$ cat src/rtl/shiftreg_ser_ctrl.sv
// ============================================================================
// Module   : shiftreg_ser_ctrl
// Purpose  : Sequences a 4-op shift register to serialize one parallel word at
//            a time over valid/ready, with backpressure on the serial side.
//            Optional even-parity trailer beat: SHIFTREG_SER_CTRL_PARITY_EN.
// Revision : 1.0 - initial release
// ============================================================================
`default_nettype none

module shiftreg_ser_ctrl #(
  parameter int   N    = 4,
  parameter logic FILL = 1'b0
) (
  input  logic         clk,
  input  logic         reset,
  input  logic         in_valid,
  output logic         in_ready,
  input  logic [N-1:0] in_data,
  input  logic         msb_first,
  input  logic         out_ready,
  output logic         ser_bit,
  output logic         ser_valid,
  output logic         ser_last,
  output logic         busy,
  output logic         done,
  output logic [1:0]   sr_OP,
  output logic [N-1:0] sr_d,
  output logic         sr_shift_in,
  input  logic         sr_shift_out_left,
  input  logic         sr_shift_out_right
);

  localparam int CW = $clog2(N + 1);
`ifdef SHIFTREG_SER_CTRL_PARITY_EN
  localparam int BEATS = N + 1;
`else
  localparam int BEATS = N;
`endif
  localparam logic [CW-1:0] c_LAST    = CW'(BEATS - 1);
  localparam logic [1:0]    c_OP_HOLD = 2'b00;
  localparam logic [1:0]    c_OP_SHL  = 2'b01;
  localparam logic [1:0]    c_OP_SHR  = 2'b10;
  localparam logic [1:0]    c_OP_LOAD = 2'b11;

  typedef enum logic [1:0] {
    S_IDLE  = 2'd0,
    S_LOAD  = 2'd1,
    S_SHIFT = 2'd2,
    S_DONE  = 2'd3
  } state_t;

  state_t        r_state;
  state_t        w_state_nxt;
  logic [CW-1:0] r_cnt;
  logic          r_dir;
  logic [N-1:0]  r_word;
  logic          w_data_beat;
  logic          w_accept;
  logic          w_beat_ok;

`ifdef SHIFTREG_SER_CTRL_PARITY_EN
  logic r_par;

  // The trailer beat sits at cnt == N; the register is idle during it.
  assign w_data_beat = (r_cnt != CW'(N));

  always_ff @(posedge clk) begin
    if (reset) begin
      r_par <= 1'b0;
    end else if (w_accept) begin
      r_par <= ^in_data;
    end
  end
`else
  assign w_data_beat = 1'b1;
`endif

  assign w_accept  = (r_state == S_IDLE) && in_valid && !reset;
  assign w_beat_ok = (r_state == S_SHIFT) && out_ready;

  always_ff @(posedge clk) begin
    if (reset) begin
      r_state <= S_IDLE;
      r_cnt   <= '0;
      r_dir   <= 1'b0;
      r_word  <= '0;
    end else begin
      r_state <= w_state_nxt;
      if (w_accept) begin
        r_word <= in_data;
        r_dir  <= msb_first;
      end
      if (r_state == S_LOAD) begin
        r_cnt <= '0;
      end else if (w_beat_ok) begin
        r_cnt <= r_cnt + CW'(1);
      end
    end
  end

  always_comb begin
    w_state_nxt = r_state;
    in_ready    = 1'b0;
    ser_valid   = 1'b0;
    ser_last    = 1'b0;
    ser_bit     = 1'b0;
    busy        = 1'b0;
    done        = 1'b0;
    sr_OP       = c_OP_HOLD;
    sr_d        = r_word;
    sr_shift_in = FILL;
    // Reset overrides everything so nothing is accepted or signalled.
    if (!reset) begin
      case (r_state)
        S_IDLE: begin
          in_ready = 1'b1;
          if (in_valid) begin
            w_state_nxt = S_LOAD;
          end
        end
        S_LOAD: begin
          busy        = 1'b1;
          sr_OP       = c_OP_LOAD;
          w_state_nxt = S_SHIFT;
        end
        S_SHIFT: begin
          busy      = 1'b1;
          ser_valid = 1'b1;
          ser_last  = (r_cnt == c_LAST);
          ser_bit   = r_dir ? sr_shift_out_left : sr_shift_out_right;
`ifdef SHIFTREG_SER_CTRL_PARITY_EN
          if (!w_data_beat) begin
            ser_bit = r_par;
          end
`endif
          if (out_ready) begin
            if (w_data_beat) begin
              sr_OP = r_dir ? c_OP_SHL : c_OP_SHR;
            end
            if (r_cnt == c_LAST) begin
              w_state_nxt = S_DONE;
            end
          end
        end
        S_DONE: begin
          busy        = 1'b1;
          done        = 1'b1;
          w_state_nxt = S_IDLE;
        end
        default: begin
          w_state_nxt = S_IDLE;
        end
      endcase
    end
  end

endmodule

`default_nettype wire

$ cat config.mk
export PLATFORM = sky130hd
export DESIGN_NAME = shiftreg_ser_ctrl
export DESIGN_NICKNAME = d
export VERILOG_FILES = /design/src/rtl/shiftreg_ser_ctrl.sv
export SDC_FILE = /design/constraint.sdc
export NUM_CORES = 1
export LEC_CHECK = 0
export BUFFER_PORTS_ARGS = -buffer_cell sky130_fd_sc_hd__buf_2
export CAP_MARGIN = 20
export CELL_PAD_IN_SITES_DETAIL_PLACEMENT = 0
export CELL_PAD_IN_SITES_GLOBAL_PLACEMENT = 2
export CORE_MARGIN = 2
export CORE_UTILIZATION = 27
export DETAILED_ROUTE_END_ITERATION = 8
export GPL_TIMING_DRIVEN = 0
export MAX_ROUTING_LAYER = met4
export PLACE_DENSITY_LB_ADDON = 0.1
export SLEW_MARGIN = 10
export SYNTH_ARGS = -nofsm -noshare
export SYNTH_HDL_FRONTEND = slang
export SYNTH_SLANG_ARGS = --single-unit
$ cat constraint.sdc
create_clock -name clk -period 2.05 [get_ports clk]
set_input_delay 0.41 -clock clk [delete_from_list [all_inputs] [get_ports clk]]
set_output_delay 0.41 -clock clk [all_outputs]
set_load 0.005 [all_outputs]
==> results of run 1 <==
## registers in the layout, indices dropped and copies added (netlist names)
signal and count:
r_state 2, r_cnt 3, sr_d 4, r_dir 1
## worst reg2reg max path, stage by stage, from the launching register on
cell and delay, ps:
dfxtp_1 380, inv_1 130, ha_1 310, nor2b_1 180, a21o_1 190, a211oi_2 200
## worst max-delay path by stage
stage	from	end	slack, ps	depth (start not counted)
floorplan	r_state[0]	ser_last	660	4
detailed placement	r_state[0]	ser_last	490	5
global placement	r_state[0]	sr_OP[1]	500	5
finish	r_state[0]	ser_last	220	5
CTS	r_state[0]	ser_last	200	5
global route	r_state[0]	ser_last	100	5
## kinds of logic (layout without fill, tap and decap cells)
| group | Yosys count | count (layout) | synth area share, % |
|---|---|---|---|
| compound gates | 10 | 10 | 12.21 |
| mux | 3 | 3 | 5.053 |
| other cells | 1 | 1 | 0.6310 |
| xor+xnor | 1 | 1 | 1.474 |
| flops | 10 | 10 | 33.68 |
| simple gates | 28 | 28 | 23.37 |
| fa+ha+maj | 9 | 9 | 18.95 |
| buf+inv | 6 | 31 | 4.631 |
## report_power, final
| part | internal [mW] | total [mW] | switching, mW |
|---|---|---|---|
| sequential | 0.232 | 0.260 | 0.0278 |
| combinational | 0.133 | 0.293 | 0.160 |
| clock | 0.0678 | 0.133 | 0.0655 |
| total | 0.433 | 0.686 | 0.253 |
## cells in the final DEF (no fill, tap or decap)
| cell | instances |
|---|---|
| nand2_1 | 8 |
| and3_1 | 1 |
| nand3_1 | 5 |
| nor3_1 | 3 |
| a2111oi_2 | 1 |
| ha_1 | 9 |
| nor2_1 | 3 |
| a21o_1 | 1 |
| conb_1 | 1 |
| nor3b_1 | 1 |
| xor2_1 | 1 |
| a211oi_2 | 1 |
| dfxtp_1 | 10 |
| mux2i_1 | 3 |
| and2_1 | 1 |
| clkbuf_4 | 3 |
| buf_4 | 1 |
| inv_1 | 4 |
| nand2b_1 | 2 |
| a31oi_1 | 2 |
| nor2b_1 | 4 |
| a21oi_1 | 5 |
| buf_2 | 23 |
## layout make-up
type	count	area, sq um	share of cell area (%)
sequential	10	200.2	26.32
multi-input combinational	52	366.6	48.19
tap	27	33.78	4.441
buffer	2	12.51	1.645
clock buffer	3	22.52	2.961
inverter	4	15.01	1.974
timing repair buffer	22	110.1	14.47
## routing by layer
metal / GRT usage, % / routed length [microns] / up-vias
met3: 2.632 / 66 / 4
li1: - / - / 280
met5: - / 0 / -
met2: 16.67 / 597 / 13
met4: 6.757 / 21 / 0
met1: 14.93 / 579 / 226
==> summary.md, run 1 <==
| Metric | Value |
|---|---|
| Longest Clk Path Bufs | 2 |
| N_diodes | 0 |
| RSZ-0062 raised after global routing | false |
| TritonCTS Buffers | 3 |
| Post-CTS Setup Inserts | 0 |
| Period minus WS final | 1826 ps |
| Syn Area/Cell | between 8 and 9 sq um |
| Global Route Usage Sum | a little under an eighth |
| Asr flop ratio synth | 0% |
| Drt pass-1 iters | 4 |
| Critical-path top delay cell | dfxtp_1 |
| Post-synth cell types | 22 |
| WHS | 395.4 ps |
| Syn_nets | 88 |
| First-pass GRT wire length | between 2000 and 2500 microns |
| Synthesized instance count | just under 70 |
| Nature of the critical path startpoint | flip-flop |
| Nets | about 120 |
| Max Clock Freq | roughly 550 MHz |
| Reg2reg setup slack | approximately 590 ps |
| Root buf cell | clkbuf_4 |
| Die ar. | around 2600 sq um |
| Synth cell count leaders | dfxtp_1 (10), ha_1 (9), nand2_1 (8), a21oi_1 (5), nand3_1 (5) |
| Clock skew | about 2.8 ps |
| Layout cell share with drive strength beyond 1 | between 30% and 40% |
| Drt wl/cell | 10.53 microns |
| DP HPWL | around 1000 microns |
| CP max FO | 5 |
| Via density per instance | roughly 4.4 |
| Vias | 523 |
| Non-Filler Instances | between 100 and 150 |
| Synth area leader | dfxtp_1 |
| Hold path startpoint | in_data[2] |
| Die Ht | 50.92 microns |
| Clock sink total | 10 |
| Count leader, synth | dfxtp_1 |
| Fin. Hold Viols | 0 |
| Worst hold path stage count | 3 |
| Worst skew pair latency | 260 ps |
| Placed Area | about 740 sq um |
| # setup viols final | 0 |
| Fillers | between 200 and 250 |
| HP Class | in -> reg |
| Worst path required time | between 1500 and 2000 ps |
| Routed wire length | roughly 1300 microns |
| Reg2reg end | r_state[0] |
| Die Width | between 50 and 60 microns |
| Core area | 2022 sq um |
| Final Cell Area | 760.7 sq um |
| Hold-fix buffers, CTS | 0 |
| Synth warn | 0 |
| Sequential area share after synthesis | approximately a third |
| CP top delay family | flip-flops |
| Pleak | between 0.3 and 0.4 nW |
| Largest stage delay on the critical path | 380 ps |
| Hold worst-path end | sr_d[2] |
| Worst EP arrival | around 1400 ps |
| CP Class | reg -> out |
| CP bufs+invs | 2 |
| Mapped cell area | roughly 600 sq um |
| # IOs | 24 |
| Number of core rows | 16 |
| PD cells | 902.4 nW/um^2 |
| Critical path endpoint category | output port |
| Drt initial violations | 2 |
| R2r startpoint | r_state[0] |
| Maxcap violations | 0 |
| Critical path cell sequence | inv_1, ha_1, nor2b_1, and2_1, buf_2 |
| TNS Setup | 0 ps |
| Outcome | completed |
| Post-synth EDFFs | 0 |
| Starting Density | around 29% |
| GRT overflow | 0 |
| Vias in the first global route | slightly below 500 |
| Port Buffers | 22 |
| Max Slew Vio Count | 0 |
| Final core utilization | 37.62% |
| Pre-CTS WS | 486.8 ps |
| Yosys reg bits | 10 |
| CTS HTree Levels | 1 |
| R2r worst-path depth | 5 |
| Final Cycle Share | 89.08% |
| Synth area leaders | dfxtp_1 (34%), ha_1 (19%), mux2i_1 (5.1%) |
| Reg clk slew, reported paths | 60 ps |
| Final Wtd Congestion | 0.7010 |
| Antenna violations before repair | 0 |
| TritonCTS clock tree | done |
| Yosys top cell area share | 33.68% |
| Post-CTS resize count | 0 |
| VDD IR-drop max | 0.2905 mV |
| Main flop type after synthesis | dfxtp_1 |
| Cell total after placement | approximately 120 |
| Area grow syn2layout | 28.00% |
| Final WS setup | 223.9 ps |
| Post-route DRC | 0 |
| Total power | a little under 0.7 mW |
| Largest net degree at the start of global routing | 11 |
| Final ANT Viol Nets | 0 |
No activity file was read; power rests on OpenSTA's default activity.
==> run 2, diff against run 1 <==
PLACE_DENSITY = 0.76   (was not set)
PLACE_DENSITY_LB_ADDON = not set   (was 0.1)
==> summary.md, run 2 (synthesis gave the netlist of run 1 again) <==
| Metric | Value |
|---|---|
| # setup viols final | 0 |
| Clock power share | about a quarter |
| Post-CTS resize count | 0 |
| Fin. Hold Viols | 0 |
| Via density per instance | about 4.4 |
| Hold path startpoint | in_data[2] |
| Area grow syn2layout | 30.32% |
| CP max FO | 5 |
| GRT overflow | 0 |
| Routed wire length | approximately 1300 microns |
| TNS Setup | 0 ps |
| Period minus WS final | between 1500 and 2000 ps |
| Global Route Usage Sum | 11.73% |
| CTS HTree Levels | 1 |
| Drt wl/cell | between 10 and 15 microns |
| Post-route DRC | 0 |
| Most frequent cells in the layout | buf_2 (23), dfxtp_1 (10), ha_1 (9) |
| TritonCTS Buffers | 3 |
| N_diodes | 0 |
| Vias in the first global route | between 400 and 500 |
| Die Ht | between 50 and 60 microns |
| Flop pwr share | a little over a third |
| Antenna violations before repair | 0 |
| Die Width | around 51 microns |
| Root buf cell | clkbuf_4 |
| Pleak | 0.3813 nW |
| CP Class | reg -> out |
| Worst skew pair latency | approximately 260 ps |
| Final Cycle Share | between 80 and 90% |
| TritonCTS clock tree | done |
| Nets | 115 |
| Net Sw Power | around 0.26 mW |
| Hold-fix buffers, CTS | 0 |
| # IOs | 24 |
| Net Sw Frac | 35.23% |
| Max Slew Vio Count | 0 |
| Reg clk slew, reported paths | roughly 70 ps |
| HP Class | in -> reg |
| R2r startpoint | r_state[0] |
| Worst EP arrival | around 1400 ps |
| Layout cell share with drive strength beyond 1 | between 30% and 40% |
| Logic pwr share | about two fifths |
| First-pass GRT wire length | ~2100 microns |
| Pre-CTS WS | ~480 ps |
| RSZ-0062 raised after global routing | false |
| Setup crit start | r_state[0] |
| Die ar. | roughly 2600 sq um |
| DP HPWL | 1049 microns |
| Starting Density | about 30% |
| Drt initial violations | 1 |
| Longest Clk Path Bufs | 2 |
| Final WS setup | ~210 ps |
| Outcome | completed |
| Final Wtd Congestion | approximately 0.73 |
| Clock sink total | 10 |
| Critical path endpoint category | output port |
| Core area | just over 2000 sq um |
| Largest net degree at the start of global routing | 11 |
| Clock skew | between 2 and 2.5 ps |
| Post-CTS Setup Inserts | 0 |
| Max reg flops | 4 |
| Drt pass-1 iters | 2 |
| Maxcap violations | 0 |
| Worst path required time | between 1500 and 2000 ps |
| Vias | ~530 |
| Internal | about 0.47 mW |
| Final ANT Viol Nets | 0 |
| Number of core rows | 16 |
| Worst hold path stage count | 3 |
| VDD IR-drop max | ~0.29 mV |
| Nature of the critical path startpoint | flip-flop |
| Port Buffers | 22 |
| Commonest non-fill, non-tap cell in the layout | buf_2 |
| R2r worst-path depth | 5 |
| Max Clock Freq | between 500 and 600 MHz |
| PD cells | about 940 nW/um^2 |
==> run 2: critical path, stage by stage, from the launching register on <==
cell	delay, ps
dfxtp_1	400
inv_1	130
ha_1	240
nor2b_1	140
and2_1	150
buf_2	120
==> run 2: path summary, 6_finish.rpt <==
path | slack [ps] | end
setup / recovery | 210 | ser_last
hold / removal | 400 | sr_d[2]
setup reg to reg | 550 | r_state[0]
hold reg to reg | 460 | sr_d[0]
==> run 2: routing by layer <==
metal	track usage (%)	share of wire (%)	up-vias
met1	13.57	47	235
met3	3.509	3.2	2
li1	-	-	281
met5	-	0	-
met2	17.32	47	11
met4	8.108	2.1	0
==> run 2: per-stage QoR <==
| step | utilization [%] | power, mW | std cells | instance area (sq um) | hold slack, ps |
|---|---|---|---|---|---|
| floorplan | - | 0.4684 | 68 | 594.3 | 452.7 |
| global placement | 36.51 | 0.5668 | 117 | 738.2 | 441.6 |
| detailed placement | 36.51 | 0.5670 | 117 | 738.2 | 449.6 |
| CTS | 38.30 | 0.7496 | 121 | 774.5 | 388.0 |
| global route | 38.30 | 0.8039 | 121 | 774.5 | 389.3 |
| finish | 38.30 | 0.7285 | 121 | 774.5 | 399.1 |
==> run 2: final cells by class <==
| type | instances | area (sq um) |
|---|---|---|
| Sequential cell | 10 | 200.2 |
| Multi-Input combinational cell | 52 | 366.6 |
| Tap cell | 27 | 33.78 |
| Clock buffer | 4 | 36.28 |
| Timing Repair Buffer | 22 | 110.1 |
| Inverter | 4 | 15.01 |
| Buffer | 2 | 12.51 |
| Fill cell | 226 | 1247 |
==> run 2: power groups by stage <==
stage | sequential, mW | clock (mW) | combinational (mW)
after floorplan | 0.263 | 0 | 0.205
after global placement | 0.268 | 0 | 0.299
after detailed placement | 0.269 | 0 | 0.298
after CTS | 0.264 | 0.186 | 0.299
after global routing | 0.271 | 0.198 | 0.335
final | 0.263 | 0.175 | 0.290
==> run 3, diff against run 2 <==
ABC_AREA = 1   (was not set)
CORE_UTILIZATION = 26   (was 27)
PLACE_DENSITY = 0.77   (was 0.76)
==> summary.md, run 3 <==
| Metric | Value |
|---|---|
| Area grow syn2layout | 28.83% |
| Synth area leaders | dfxtp_1 (32%), ha_1 (18%), nand2_1 (12%) |
| Footprint of the multi-input gates | about 380 sq um |
| Starting Density | about 28% |
| Sequential area share after synthesis | about a third |
| Synth warn | 0 |
| Drt pass-1 iters | 2 |
| Non-Filler Instances | 141 |
| Largest net degree at the start of global routing | 10 |
| HP Class | in -> reg |
| Vias | ~600 |
| Port Buffers | 22 |
| Reg2reg setup slack | ~770 ps |
| TritonCTS Buffers | 3 |
| Critical path endpoint category | output port |
| TNS Setup | 0 ps |
| Pre-CTS WS | roughly 450 ps |
| First-pass GRT wire length | approximately 2400 microns |
| Commonest non-fill, non-tap cell in the layout | buf_2 |
| Internal | 0.4742 mW |
| Pleak | approximately 0.43 nW |
| Count leader, synth | nand2_1 |
| Final Cell Area | between 800 and 900 sq um |
| GRT met1 Usage | between 10% and 20% |
| Hold-fix buffers, CTS | 0 |
| Fin. Hold Viols | 0 |
| Die Ht | between 50 and 60 microns |
| Max Slew Vio Count | 0 |
| Reg2reg end | sr_d[3] |
| N_diodes | 0 |
| Vias in the first global route | 582 |
| Synth cell count leaders | nand2_1 (20), nand3_1 (13), dfxtp_1 (10), inv_1 (10), ha_1 (9) |
| # IOs | 24 |
| Clock power share | a little under a quarter |
| Yosys reg bits | 10 |
| Met2 Use GR | between 20 and 25% |
| Net Sw Frac | approximately 39% |
| Die ar. | roughly 2800 sq um |
| PD cells | a little under 1000 nW/um^2 |
| Via density per instance | between 4 and 5 |
| Yosys top cell area share | 31.81% |
| Busiest grt layer | met2 |
| Total power | between 0.7 and 0.8 mW |
| RSZ-0062 raised after global routing | false |
| Period minus WS final | 1862 ps |
| Maxcap violations | 0 |
| Final ANT Viol Nets | 0 |
| Worst path required time | between 1500 and 2000 ps |
| Final WS setup | approximately 190 ps |
| Fillers | roughly 250 |
| Syn Area/Cell | just over 7 sq um |
| Net Sw Power | slightly above 0.3 mW |
| Worst skew pair latency | about 270 ps |
| DP HPWL | between 1000 and 1500 microns |
| Post-synth EDFFs | 0 |
| Clock skew | between 0.8 and 0.9 ps |
| CP max FO | 5 |
| Logic pwr share | a little over two fifths |
| Worst hold path stage count | 3 |
| R2r worst-path depth | 7 |
| Nets | roughly 130 |
| Max Clock Freq | 537.1 MHz |
| Routed wire length | 1393 microns |
| Synthesized instance count | between 80 and 90 |
| TritonCTS clock tree | done |
| Reg clk slew, reported paths | about 70 ps |
| Antenna violations before repair | 0 |
| # setup viols final | 0 |
| Clock sink total | 10 |
| Synth area leader | dfxtp_1 |
| GRT overflow | 0 |
| Final Wtd Congestion | between 0.6 and 0.7 |
| FF+latch area | between 200 and 250 sq um |
| Layout cell share with drive strength beyond 1 | 30.09% |
| Post-CTS Setup Inserts | 0 |
| Core area | 2255 sq um |
| CP Class | reg -> out |
| Die Width | around 53 microns |
| Main flop type after synthesis | dfxtp_1 |
| R2r startpoint | r_state[0] |
| Syn_nets | roughly 110 |
| Outcome | completed |
| Asr flop ratio synth | 0% |
| Worst EP arrival | 1450 ps |
| Hold path startpoint | in_data[1] |
| Drt initial violations | 2 |
| Post-route DRC | 0 |
| Post-CTS resize count | 0 |
| Cell total after placement | 137 |
| Longest Clk Path Bufs | 2 |
| Root buf cell | clkbuf_4 |
| CTS HTree Levels | 1 |
| Number of core rows | 17 |
| Mapped cell area | 629.4 sq um |
| Drt wl/cell | between 9 and 10 microns |
| Post-synth cell types | 16 |
| Flop pwr share | between 30% and 40% |
| Most frequent cells in the layout | buf_2 (22), nand2_1 (20), nand3_1 (13) |
| GR Util met3 | ~2.5% |
| Hold worst-path end | sr_d[1] |
| Final Cycle Share | between 90% and 100% |
| Max reg flops | 4 |
| VDD IR-drop max | about 0.33 mV |
| Nature of the critical path startpoint | flip-flop |
| Global Route Usage Sum | 11.93% |
| Placed Area | ~770 sq um |
run 3: changes by cell type in the layout (fill, tap and decap cells not counted), moves of 2 or more:
| cell | change |
|---|---|
| a21oi_1 | +2 |
| a31oi_1 | -2 |
| inv_1 | +6 |
| inv_2 | +2 |
| mux2i_1 | -3 |
| nand2_1 | +12 |
| nand2_2 | +2 |
| nand2b_1 | -2 |
| nand3_1 | +8 |
| nor2_1 | +3 |
| nor2b_1 | -4 |
| nor3_1 | -3 |
| or2_1 | +2 |
run 3: area by class of cell:
type,count,area share (%)
buffer,1,0.9259
clock buffer,4,4.475
inverter,12,5.556
multi-input combinational,64,46.45
sequential,10,24.69
tap,28,4.321
timing repair buffer,22,13.58
run 3: layer usage:
metal	routed length, microns	up-vias
li1	-	327
met1	637	275
met2	675	13
met3	69	2
met4	10	0
met5	0	-
run 3: kinds of logic (layout without fill, tap and decap cells):
kind of cell,Yosys count,after routing,synth area share [%]
AOI/OAI and AO/OA,8,8,6.958
other,1,1,0.5958
adders and majority gates,9,9,17.89
buffers and inverters,13,39,8.351
and+or+nand+nor,46,46,34.39
DFF,10,10,31.81
run 3: critical path, stage by stage, from the launching register on:
cell and delay (ps):
dfxtp_1 400, inv_1 120, ha_1 310, nand2_1 70, a21oi_1 140, buf_2 130
run 3: power groups by stage:
stage / sequential, mW / combinational (mW) / clock, mW
after global placement: 0.270 / 0.330 / 0
after global routing: 0.272 / 0.384 / 0.199
after floorplan: 0.268 / 0.230 / 0
after detailed placement: 0.272 / 0.331 / 0
after CTS: 0.267 / 0.334 / 0.195
final: 0.267 / 0.325 / 0.186
run 3: stage by stage:
stage,hold WS [ps],util (%)
3_3_place_gp,449.1,34.35
2_1_floorplan,447.6,-
6_report,356.3,35.96
4_1_cts,346.5,35.96
3_5_place_dp,456.6,34.35
5_1_grt,374.7,35.96
run 3: how the worst max path moves through the flow:
stage,startpoint,end,slack (ps),cells after the start
2_1_floorplan,r_state[0],sr_OP[0],700,4
3_3_place_gp,r_state[1],sr_OP[1],470,5
3_5_place_dp,r_state[1],sr_OP[0],450,5
4_1_cts,r_state[1],sr_OP[0],140,5
5_1_grt,r_state[1],sr_OP[0],50,5
6_report,r_state[1],sr_OP[0],190,5
